===== src/rtl/pipe_ctrl_pkg.sv =====
// Shared types and sizing helpers for the pipeline sequencer.
// Latency: n/a (declarations only).
// Backpressure: n/a.
package pipe_ctrl_pkg;

  typedef enum logic [1:0] {
    RUN   = 2'd0,
    DWAIT = 2'd1,
    IKILL = 2'd2
  } pipe_state_e;

  localparam int DWAIT_TIMEOUT_DEF = 255;
  localparam int WAIT_CNT_W_DEF    = $clog2(DWAIT_TIMEOUT_DEF + 1);

  // Wait-counter width for an arbitrary timeout: wide enough to hold the timeout value.
  function automatic int wait_cnt_w(input int timeout);
    return $clog2(timeout + 1);
  endfunction

endpackage


===== src/rtl/pipe_ctrl_sat.sv =====
// Saturating up-counter with synchronous clear and async active-low reset.
// Latency: count updates on the edge after inc/clr.
// Backpressure: none; holds at all-ones instead of wrapping.
// Ports: clk, rst_n (async clear), clr (sync clear, wins over inc), inc, count.
module sat_counter #(
  parameter int W = 8
) (
  input  logic         clk,
  input  logic         rst_n,
  input  logic         clr,
  input  logic         inc,
  output logic [W-1:0] count
);

  always_ff @(posedge clk or negedge rst_n) begin
    if (!rst_n) begin
      count <= '0;
    end else if (clr) begin
      count <= '0;
    end else if (inc && (count != {W{1'b1}})) begin
      count <= count + W'(1);
    end
  end

endmodule


===== src/rtl/pipe_ctrl.sv =====
// Pipeline sequencer: merges hazard stall/redirect with imem/dmem waits into per-stage enable/flush.
// Latency: enables/flushes are combinational (same cycle); state, watchdog and counters update next edge.
// Backpressure: a dmem wait freezes F..M and bubbles W; an imem wait or load-use holds F/D and bubbles E.
// Ports: clk_i, rst_n_i; hazard_stall_i, pc_src_i, imem_ready_i, dmem_req_m_i, dmem_ready_i;
//        en_{f,d,e,m,w}_o, flush_{d,e,w}_o, err_timeout_o (sticky), stall_cnt_o/flush_cnt_o.
// Optional feature macro: PIPE_CTRL_PERF_EN enables the two performance counters (else tied to 0).
module pipe_ctrl
  import pipe_ctrl_pkg::*;
#(
  parameter int DWAIT_TIMEOUT = 255,
  parameter int CNT_W         = 32
) (
  input  logic             clk_i,
  input  logic             rst_n_i,
  input  logic             hazard_stall_i,
  input  logic             pc_src_i,
  input  logic             imem_ready_i,
  input  logic             dmem_req_m_i,
  input  logic             dmem_ready_i,
  output logic             en_f_o,
  output logic             en_d_o,
  output logic             en_e_o,
  output logic             en_m_o,
  output logic             en_w_o,
  output logic             flush_d_o,
  output logic             flush_e_o,
  output logic             flush_w_o,
  output logic             err_timeout_o,
  output logic [CNT_W-1:0] stall_cnt_o,
  output logic [CNT_W-1:0] flush_cnt_o
);

  localparam int WAIT_W = wait_cnt_w(DWAIT_TIMEOUT);
  localparam logic [WAIT_W-1:0] TIMEOUT_M1 = WAIT_W'(DWAIT_TIMEOUT - 1);

  pipe_state_e       state;
  pipe_state_e       state_nxt;
  logic              dfreeze;
  logic              redirect;
  logic [WAIT_W-1:0] wait_cnt;

  assign dfreeze = dmem_req_m_i && !dmem_ready_i;

  always_ff @(posedge clk_i or negedge rst_n_i) begin
    if (!rst_n_i) begin
      state <= RUN;
    end else begin
      state <= state_nxt;
    end
  end

  always_comb begin
    state_nxt = state;
    redirect  = 1'b0;
    en_f_o    = 1'b1;
    en_d_o    = 1'b1;
    en_e_o    = 1'b1;
    en_m_o    = 1'b1;
    en_w_o    = 1'b1;
    flush_d_o = 1'b0;
    flush_e_o = 1'b0;
    flush_w_o = 1'b0;
    case (state)
      IKILL: begin
        // Wrong-path fetch outstanding: its returning word must never reach D.
        flush_d_o = 1'b1;
        if (dfreeze) begin
          {en_f_o, en_d_o, en_e_o, en_m_o} = 4'b0000;
          flush_w_o = 1'b1;
          state_nxt = imem_ready_i ? DWAIT : IKILL;
        end else begin
          en_f_o    = 1'b0;
          state_nxt = imem_ready_i ? RUN : IKILL;
        end
      end
      default: begin  // RUN and DWAIT share the priority chain
        if (dfreeze) begin
          // E is held, so a pending redirect/stall re-presents itself after the wait.
          {en_f_o, en_d_o, en_e_o, en_m_o} = 4'b0000;
          flush_w_o = 1'b1;
          state_nxt = DWAIT;
        end else if (pc_src_i) begin
          redirect  = 1'b1;
          flush_d_o = 1'b1;
          flush_e_o = 1'b1;
          state_nxt = imem_ready_i ? RUN : IKILL;
        end else if (hazard_stall_i || !imem_ready_i) begin
          en_f_o    = 1'b0;
          en_d_o    = 1'b0;
          flush_e_o = 1'b1;
          state_nxt = RUN;
        end else begin
          state_nxt = RUN;
        end
      end
    endcase
    // Held reset: keep every register frozen and bubbled.
    if (!rst_n_i) begin
      {en_f_o, en_d_o, en_e_o, en_m_o, en_w_o} = 5'b00000;
      {flush_d_o, flush_e_o, flush_w_o}        = 3'b111;
    end
  end

  sat_counter #(.W(WAIT_W)) u_wait_cnt (
    .clk   (clk_i),
    .rst_n (rst_n_i),
    .clr   (!dfreeze),
    .inc   (dfreeze),
    .count (wait_cnt)
  );

  // Sets on the edge that brings the consecutive-freeze count to DWAIT_TIMEOUT.
  always_ff @(posedge clk_i or negedge rst_n_i) begin
    if (!rst_n_i) begin
      err_timeout_o <= 1'b0;
    end else if (dfreeze && (wait_cnt >= TIMEOUT_M1)) begin
      err_timeout_o <= 1'b1;
    end
  end

`ifdef PIPE_CTRL_PERF_EN
  logic stall_any;
  assign stall_any = !(en_f_o && en_d_o && en_e_o && en_m_o);

  sat_counter #(.W(CNT_W)) u_stall_cnt (
    .clk   (clk_i),
    .rst_n (rst_n_i),
    .clr   (1'b0),
    .inc   (stall_any),
    .count (stall_cnt_o)
  );

  sat_counter #(.W(CNT_W)) u_flush_cnt (
    .clk   (clk_i),
    .rst_n (rst_n_i),
    .clr   (1'b0),
    .inc   (redirect),
    .count (flush_cnt_o)
  );
`else
  assign stall_cnt_o = '0;
  assign flush_cnt_o = '0;
`endif

endmodule


===== config.mk =====
export PLATFORM = sky130hd
export DESIGN_NAME = pipe_ctrl
export DESIGN_NICKNAME = d
export VERILOG_FILES = /design/src/rtl/pipe_ctrl_pkg.sv /design/src/rtl/pipe_ctrl_sat.sv /design/src/rtl/pipe_ctrl.sv
export SDC_FILE = /design/constraint.sdc
export NUM_CORES = 1
export LEC_CHECK = 0
export CAP_MARGIN = 25
export CORE_UTILIZATION = 38
export DETAILED_ROUTE_END_ITERATION = 16
export GPL_ROUTABILITY_DRIVEN = 0
export PLACE_DENSITY_LB_ADDON = 0.05
export SLEW_MARGIN = 0
export SYNTH_ARGS = -nofsm -noshare
export SYNTH_HDL_FRONTEND = slang
export SYNTH_HIERARCHICAL = 1
export SYNTH_SLANG_ARGS = --single-unit

===== constraint.sdc =====
create_clock -name clk_i -period 3.37 [get_ports clk_i]
set_clock_uncertainty 0.2 [all_clocks]
set_input_delay 1.011 -clock clk_i [delete_from_list [all_inputs] [get_ports clk_i]]
set_output_delay 1.011 -clock clk_i [all_outputs]
set_load 0.01 [all_outputs]

==> reports/metrics.yaml, run 1 <==
synth.area.top_cells: "buf_4 42%, dfrtp_1 23%, a21oi_1 2.1%"
violations: "design-rule violations"
path_max_fanout: 4
worst_r2r_startpoint: "u_wait_cnt/count[1]$_DFFE_PN0P_"
multi_input_area_sq_um: 616.8
fillers: 298
final_common_cell: "conb_1"
seqCellArea_sq_um: 275.3
die_area_sq_mm: 0.003322
reg2reg_setup_slack_ps: 1410
maxCapViolations: 0
internal-power_w: 0.0002047
syn_avg_cell_area_sq_um: 8.461
vdd_drop_max_mv: 0.1513
cts_max_level: 1
max-clock-path-buffers: 2
p_leak_nw: 0.6318
wire_per_inst_um: 9.717
final_cell_mix: "64 x conb_1, 11 x dfrtp_1, 6 x clkdlybuf4s50_1, 6 x buf_4"
place_ws_ps: -280.6
cts_tree: "built"
die_w_um: 57.64
post-route-period-util: 0.9822
slowest_stage: "clkdlybuf4s50_1"
critical_path_buf_inv_count: 4
setup_viol_count_final: 0
cts_made_buffers: 3
worst-r2r-cell-count: 4
crit_arrival_ps: 2100
synth_seq_cells: 11
tns_ps: 0
cts_sinks: 11
place.detailed.hpwl_um: 1460
track_usage: 0.1179
start_kind: "input pin"
power.share.clock: 0.295
grt_start_max_net_pins: 13
hold_end: "err_timeout_o$_DFFE_PN0P_"
p_comb_frac: 0.264
via_per_inst: 4.136
overflow: 0
cts.clk_slew.worst_paths_ps: 70
hold_start: "err_timeout_o$_DFFE_PN0P_"
synthesis.area_sq_mm: 0.001176
status: "finished, violations left"
yosysWarnings: 6
synthCells: 139
endpoint_kind: "output port"
drive_gt1_frac: 0.1438
first_global_vias: 635
min_period_ps: 3310
worst_slack_ps: 60.14
ant_nets: 0
initial_core_util: 0.4123
hold_class: "reg2reg"
cts_root_buffer: "clkbuf_4"
power_density_mw_per_mm2: 263.1
seq_power_share: 0.440
fp.dieH_um: 57.64
ys_types: 38
firstDrtPassIters: 15
ys.flop_type: "dfrtp_1"
critPathKind: "in2out"
hold_viol: 0
synth-seq-area-share: 0.2340
hold_depth: 1
synth_top_area_share: 0.4213
drv_slew: 0
worstReg2RegEnd: "u_wait_cnt/count[0]$_DFFE_PN0P_"
detailroute.via_count: 790
rsz0062_at_grt: "no"
fmax_mhz: 302.1
instances_no_fill: 191
rows: 19
synth_edf_count: 0
p_sw_w: 0.0001024
required_ps: 2160
nets: 169
coreArea_sq_mm: 0.002853
insertion_delay_ps: 260
area_delta_synth_final_pct: -0.7446
dp_cells: 187
io_pins: 80
routed_wl_um: 1856
hold_ws_ps: 278.2
drt_iter0_drc: 36
swShare: 0.3335
antenna_found_initial: 0
cp_top_family: "buffers and inverters"
antenna_cells: 0
crit_path_max_incr_delay_ps: 450
yosysTopAreaCell: "buf_4"
drcViolationCount: 6
async_flop_share: 1.000
grt_pass1_wl_um: 2967
portBuffers: 15
worstPathCellList: "clkdlybuf4s50_1 -> nor2b_4 -> inv_4 -> nand2_4 -> inv_1 -> dlygate4sd2_1"
==> through the flow <==
| step | utilization | area [sq um] | total power, W |
|---|---|---|---|
| 2_1_floorplan | - | 1413 | 0.0002458 |
| 3_3_place_gp | 0.4031 | 1150 | 0.0002227 |
| 3_5_place_dp | 0.4031 | 1150 | 0.0002226 |
| 4_1_cts | 0.4105 | 1171 | 0.0003111 |
| 5_1_grt | 0.4092 | 1167 | 0.0003274 |
| 6_report | 0.4092 | 1167 | 0.0003071 |
==> logic make-up after synthesis <==
| logic type | count (synthesis) | share of synthesized area |
|---|---|---|
| buffers and inverters | 73 | 0.4468 |
| other | 1 | 0.003188 |
| adders and majority gates | 1 | 0.01064 |
| muxes | 3 | 0.02766 |
| AOI/OAI and AO/OA | 14 | 0.08086 |
| DFF | 11 | 0.2340 |
| and+or+nand+nor | 36 | 0.1968 |
==> worst max-delay path by stage <==
stage	start	end	slack, ps	cells past startpoint
detailed placement	dmem_ready_i	en_f_o	-280	6
CTS	dmem_ready_i	en_f_o	0.6	6
floorplan	dmem_req_m_i	en_f_o	560	4
global placement	dmem_ready_i	en_f_o	-270	6
finish	dmem_req_m_i	en_e_o	60	6
global route	dmem_req_m_i	en_e_o	20	6
==> repair_timing <==
action | in CTS | in global routing
setup endpoints to repair | 8 | 5
resized for setup | 10 | 8
cloned | 0 | 0
buffers inserted | 0 | 0
hold buffers | 0 | 0
pin swaps | 0 | 0
==> Yosys cell counts, types with 2 or more instances <==
cell,n
buf_4,66
nor2_1,5
nor3b_1,2
nor3_1,5
nor2b_1,4
inv_1,4
nand3_1,2
mux2_2,2
nand2b_1,4
nand2_1,3
dfrtp_1,11
a21oi_1,5
==> metal layers <==
layer | vias to the layer above | GRT usage | share of wire
li1 | 374 | - | -
met1 | 359 | 0.1475 | 0.42
met2 | 53 | 0.1993 | 0.50
met3 | 4 | 0.02009 | 0.072
met4 | 0 | 0.05226 | 0.0086
met5 | - | 0 | 0
==> state kept, by name (all words and copies together) (netlist names) <==
name              count
err_timeout_o         1
state                 2
u_wait_cnt/count      8
==> power groups by stage <==
| stage | clock network, W | logic (W) | registers, W |
|---|---|---|---|
| global placement | 0 | 0.0000849 | 0.000138 |
| global route | 0.000100 | 0.0000914 | 0.000136 |
| CTS | 0.0000950 | 0.0000808 | 0.000135 |
| floorplan | 0 | 0.000108 | 0.000138 |
| finish | 0.0000907 | 0.0000811 | 0.000135 |
| detailed placement | 0 | 0.0000847 | 0.000138 |
==> cell type report <==
| class | count | share of cell area |
|---|---|---|
| Clock buffer | 4 | 0.02251 |
| Inverter | 5 | 0.01822 |
| Multi-Input combinational cell | 118 | 0.5284 |
| Sequential cell | 11 | 0.2358 |
| Tap cell | 31 | 0.03323 |
| Timing Repair Buffer | 22 | 0.1618 |
Power figures use the tool's default switching activity.
==> run 2: changes to the inputs <==
--- a/config.mk
+++ b/config.mk
@@ -6,6 +6,7 @@
 export NUM_CORES = 1
 export LEC_CHECK = 0
 export CAP_MARGIN = 25
+export CORE_MARGIN = 2
 export CORE_UTILIZATION = 38
 export DETAILED_ROUTE_END_ITERATION = 16
 export GPL_ROUTABILITY_DRIVEN = 0
==> run 2 against run 1 <==
  * The run now ends clean
  * Sequential power about the same
  * Die area rose by 7.1%
  * Highest routed layer is now met3
  * Clock power is 0.4% higher
  * Global-route usage down 0.97 points
  * Worst setup slack lost 0.65 ps
  * Final area up 2.3%
  * Largest cell class unchanged
  * Flip-flop and latch count did not move
  * Via count down 3.7%
==> reports/metrics.yaml, run 2 (synthesized netlist as in run 1, its figures left out) <==
cts_sinks: 11
cts_root_buffer: "clkbuf_4"
power.share.clock: 0.292
antenna_found_initial: 0
io_pins: 80
p_sw_w: 0.0001051
topRoutingLayerUsed: "met3"
final_common_cell: "conb_1"
via_per_inst: 3.943
maxCapViolations: 0
met3_length_um: 185
fp.dieH_um: 59.64
wire_per_inst_um: 9.570
hold_class: "reg2reg"
largest_reg_flops: 8
area_delta_synth_final_pct: 1.489
initial_core_util: 0.3917
post-route-period-util: 0.9823
route.met2.wl_um: 854
setup_viol_count_final: 0
first_global_vias: 567
drive_gt1_frac: 0.1688
worst_slack_ps: 59.48
cp_top_family: "buffers and inverters"
cts_tree: "built"
power_density_mw_per_mm2: 261.0
status: "complete, no violations"
detailroute.via_count: 761
largestRegisters: "u_wait_cnt/count x8, state x2, err_timeout_o x1"
fillers: 320
critical_path_buf_inv_count: 4
coreArea_sq_mm: 0.003003
final_cell_mix: "64 x conb_1, 11 x dfrtp_1, 7 x clkdlybuf4s50_1, 7 x buf_4, 5 x nor2_1"
insertion_delay_ps: 270
stdcell_area_sq_mm: 0.001194
die_area_sq_mm: 0.003556
seqCellArea_sq_um: 275.3
required_ps: 2160
rsz0062_at_grt: "no"
drt_iter0_drc: 6
fin_util: 0.3975
internal-power_w: 0.0002065
grt_pass1_wl_um: 2794
seq_power_share: 0.434
place_ws_ps: -292.7
start_kind: "input pin"
crit_path_max_incr_delay_ps: 450
max-clock-path-buffers: 2
rows: 20
slowest_stage: "clkdlybuf4s50_1"
crit_arrival_ps: 2100
drcViolationCount: 0
track_usage: 0.1082
path_max_fanout: 4
vdd_drop_max_mv: 0.1287
worstPathCellList: "clkdlybuf4s50_1 -> nor2b_4 -> inv_4 -> nand2_4 -> inv_1 -> dlygate4sd2_1"
grt_start_max_net_pins: 14
swShare: 0.3374
endpoint_kind: "output port"
cts_hold_buf: 0
cts.clk_slew.worst_paths_ps: 70
hold_depth: 1
overflow: 0
regMostFlops: "u_wait_cnt/count"
place.detailed.hpwl_um: 1473
min_period_ps: 3311
worst-r2r-cell-count: 4
critPathKind: "in2out"
ant_nets: 0
tns_ps: 0
multi_input_area_sq_um: 638.1
drt-met1-wl_um: 807
fmax_mhz: 302.1
routed_wl_um: 1847
p_leak_nw: 0.6305
cts_made_buffers: 3
place_area_sq_mm: 0.001152
portBuffers: 15
nets: 169
post-cts-setup-buffers: 0
firstDrtPassIters: 4
cts_max_level: 1
die_w_um: 59.64
hold_viol: 0
p_comb_frac: 0.273
crit_cells: 6
antenna_cells: 0
drv_slew: 0
[run 2: final cells by class]
cell class,count,area share
Tap cell,33,0.03459
Inverter,5,0.01782
Clock buffer,4,0.02201
Sequential cell,11,0.2306
Timing Repair Buffer,22,0.1604
Multi-Input combinational cell,118,0.5346
[run 2: what timing repair did]
item / in CTS / in global routing
pin swaps: 0 / 1
resized for setup: 14 / 8
endpoints found under the setup margin: 8 / 4
[run 2: metal layers]
| metal | track usage | vias up |
|---|---|---|
| met5 | 0 | - |
| li1 | - | 374 |
| met4 | 0.01905 | 0 |
| met3 | 0.05022 | 0 |
| met2 | 0.1648 | 42 |
| met1 | 0.1423 | 345 |
[run 2: worst register-to-register path, stage by stage, from the launching register on]
cell and delay, ps:
dfrtp_1 450, ha_1 300, and4_2 300, a21boi_1 230, mux2_2 370
[run 2: metrics by stage]
stage / hold slack (ps) / total power [W] / std cells
after floorplan: 303.2 / 0.0002458 / 202
after global placement: 258.8 / 0.0002225 / 189
after detailed placement: 258.5 / 0.0002225 / 189
after CTS: 275.7 / 0.0003161 / 193
after global routing: 291.2 / 0.0003366 / 193
final: 271.7 / 0.0003116 / 193
[run 2: worst paths after layout]
check,start,to,slack [ps]
max,dmem_req_m_i,en_m_o,60
min,err_timeout_o$_DFFE_PN0P_,err_timeout_o$_DFFE_PN0P_,270
max reg2reg,u_wait_cnt/count[1]$_DFFE_PN0P_,u_wait_cnt/count[0]$_DFFE_PN0P_,1410
min reg2reg,err_timeout_o$_DFFE_PN0P_,err_timeout_o$_DFFE_PN0P_,270
max in group asynchronous,rst_n_i,u_wait_cnt/count[0]$_DFFE_PN0P_,1740
min in group asynchronous,rst_n_i,state[0]$_DFF_PN0_,930
[run 2: power by group through the flow]
stage	clock network, W	registers [W]	logic, W
after global routing	0.000105	0.000136	0.0000960
after detailed placement	0	0.000138	0.0000847
after global placement	0	0.000138	0.0000847
after floorplan	0	0.000138	0.000108
after CTS	0.0000982	0.000135	0.0000827
final	0.0000911	0.000135	0.0000852
==> run 3: changes to the inputs <==
--- a/config.mk
+++ b/config.mk
@@ -6,7 +6,7 @@
 export NUM_CORES = 1
 export LEC_CHECK = 0
 export CAP_MARGIN = 25
-export CORE_MARGIN = 2
+export CORE_MARGIN = 8
 export CORE_UTILIZATION = 38
 export DETAILED_ROUTE_END_ITERATION = 16
 export GPL_ROUTABILITY_DRIVEN = 0
==> run 3 against run 2 <==
  * Register-to-register slack better by 20 ps
  * Final area is 0.63% lower
  * Critical path depth shrank 1
  * Die area increased by 44%
  * Utilization decreased by 0.25 points
  * Global-route usage decreased by 1.9 points
  * Maximum frequency increased by 0.19%
  * Combinational power rose by 3.2%
  * Worst setup slack improved by 6.2 ps
  * Non-clock buffer count is 3 higher
  * Critical endpoint is now flush_e_o
==> reports/metrics.yaml, run 3 (synthesized netlist as in run 1, its figures left out) <==
cts.clk_slew.worst_paths_ps: 80
multi_input_area_sq_um: 624.3
worstPathCellList: "clkdlybuf4s50_1 -> nor2b_4 -> buf_4 -> o31ai_2 -> buf_2"
final_cell_mix: "64 x conb_1, 11 x dfrtp_1, 9 x buf_4, 7 x clkdlybuf4s50_1"
antenna_cells: 0
drt_iter0_drc: 19
place.detailed.hpwl_um: 1939
routed_wl_um: 2384
hold_end: "err_timeout_o$_DFFE_PN0P_"
endpoint_kind: "output port"
met3_length_um: 318
wire_per_inst_um: 12.16
vdd_drop_max_mv: 0.1693
slowest_stage: "clkdlybuf4s50_1"
largest_reg_flops: 8
cts_made_buffers: 3
required_ps: 2160
setup_viol_count_final: 0
nets: 172
firstDrtPassIters: 4
fillers: 322
hold_depth: 1
fmax_mhz: 302.6
power_density_mw_per_mm2: 264.3
hold_start: "err_timeout_o$_DFFE_PN0P_"
cts_max_level: 1
io_pins: 80
worstReg2RegEnd: "u_wait_cnt/count[0]$_DFFE_PN0P_"
grt_start_max_net_pins: 14
first_global_vias: 779
status: "complete, no violations"
ant_nets: 0
antenna_found_initial: 0
track_usage: 0.08900
area_delta_synth_final_pct: 0.8513
tns_ps: 0
coreArea_sq_mm: 0.003003
place_ws_ps: -286.6
dp_cells: 189
rows: 20
critPathKind: "in2out"
maxCapViolations: 0
worst-r2r-cell-count: 4
cts_sinks: 11
min_period_ps: 3304
detailroute.via_count: 777
fp.dieH_um: 71.64
route.met2.wl_um: 1158
post-route-period-util: 0.9805
initial_core_util: 0.3917
start_kind: "input pin"
die_area_sq_mm: 0.005132
cts_tree: "built"
grt_pass1_wl_um: 3767
max-clock-path-buffers: 2
topRoutingLayerUsed: "met3"
crit_arrival_ps: 2090
seqCellArea_sq_um: 275.3
cts_root_buffer: "clkbuf_4"
hold_class: "reg2reg"
crit_path_max_incr_delay_ps: 500
drcViolationCount: 0
hold_viol: 0
overflow: 0
path_max_fanout: 2
reg2reg_setup_slack_ps: 1430
insertion_delay_ps: 260
final_common_cell: "conb_1"
via_per_inst: 3.964
p_leak_nw: 0.6346
regMostFlops: "u_wait_cnt/count"
worst_slack_ps: 65.71
drive_gt1_frac: 0.1902
portBuffers: 15
largestRegisters: "u_wait_cnt/count x8, state x2, err_timeout_o x1"
worst_r2r_startpoint: "u_wait_cnt/count[1]$_DFFE_PN0P_"
die_w_um: 71.64
drv_slew: 0
instances_no_fill: 196
cts_hold_buf: 0
drt-met1-wl_um: 907
power_w: 0.0003135
rsz0062_at_grt: "no"
[run 3: area by class of cell]
type	instances	share of cell area
Clock buffer	3	0.01899
Clock inverter	1	0.004219
Inverter	5	0.01793
Multi-Input combinational cell	118	0.5264
Sequential cell	11	0.2321
Tap cell	33	0.03481
Timing Repair Buffer	25	0.1656
[run 3: metrics by stage]
stage / hold slack, ps / util / cell area (sq um)
floorplan: 303.2 / - / 1413
global placement: 260.5 / 0.3838 / 1152
detailed placement: 271.5 / 0.3838 / 1152
CTS: 289.0 / 0.3992 / 1199
global route: 328.4 / 0.3950 / 1186
finish: 277.6 / 0.3950 / 1186
[run 3: how the worst max path moves through the flow]
stage,start,endpoint,cells after the start
floorplan,dmem_req_m_i,en_f_o,4
global placement,dmem_ready_i,en_f_o,6
detailed placement,dmem_ready_i,en_m_o,7
CTS,dmem_req_m_i,en_m_o,7
global route,dmem_ready_i,flush_e_o,5
finish,dmem_ready_i,flush_e_o,5
[run 3: repair_timing]
action	in CTS	in global routing
buffers inserted	3	0
endpoints found under the setup margin	8	6
resized for setup	17	8
[run 3: power by group]
part / switching, W / total (W) / leakage [nW] / internal [W]
registers: 0.00000135 / 0.000135 / 0.151 / 0.000134
logic: 0.0000606 / 0.0000879 / 0.465 / 0.0000274
clock network: 0.0000465 / 0.0000903 / 0.0177 / 0.0000438
[run 3: critical path: cells and delay by family]
kind / cells / cell delay, ps
AND/OR/NAND/NOR: 1 / 60
AO/OA/AOI/OAI: 1 / 220
buffers and inverters: 3 / 790
[run 3: layer usage]
layer / vias to the layer above / GRT usage
met1: 355 / 0.09798
met3: 0 / 0.04045
li1: 382 / -
met5: - / 0
met4: 0 / 0.02041
met2: 40 / 0.1518
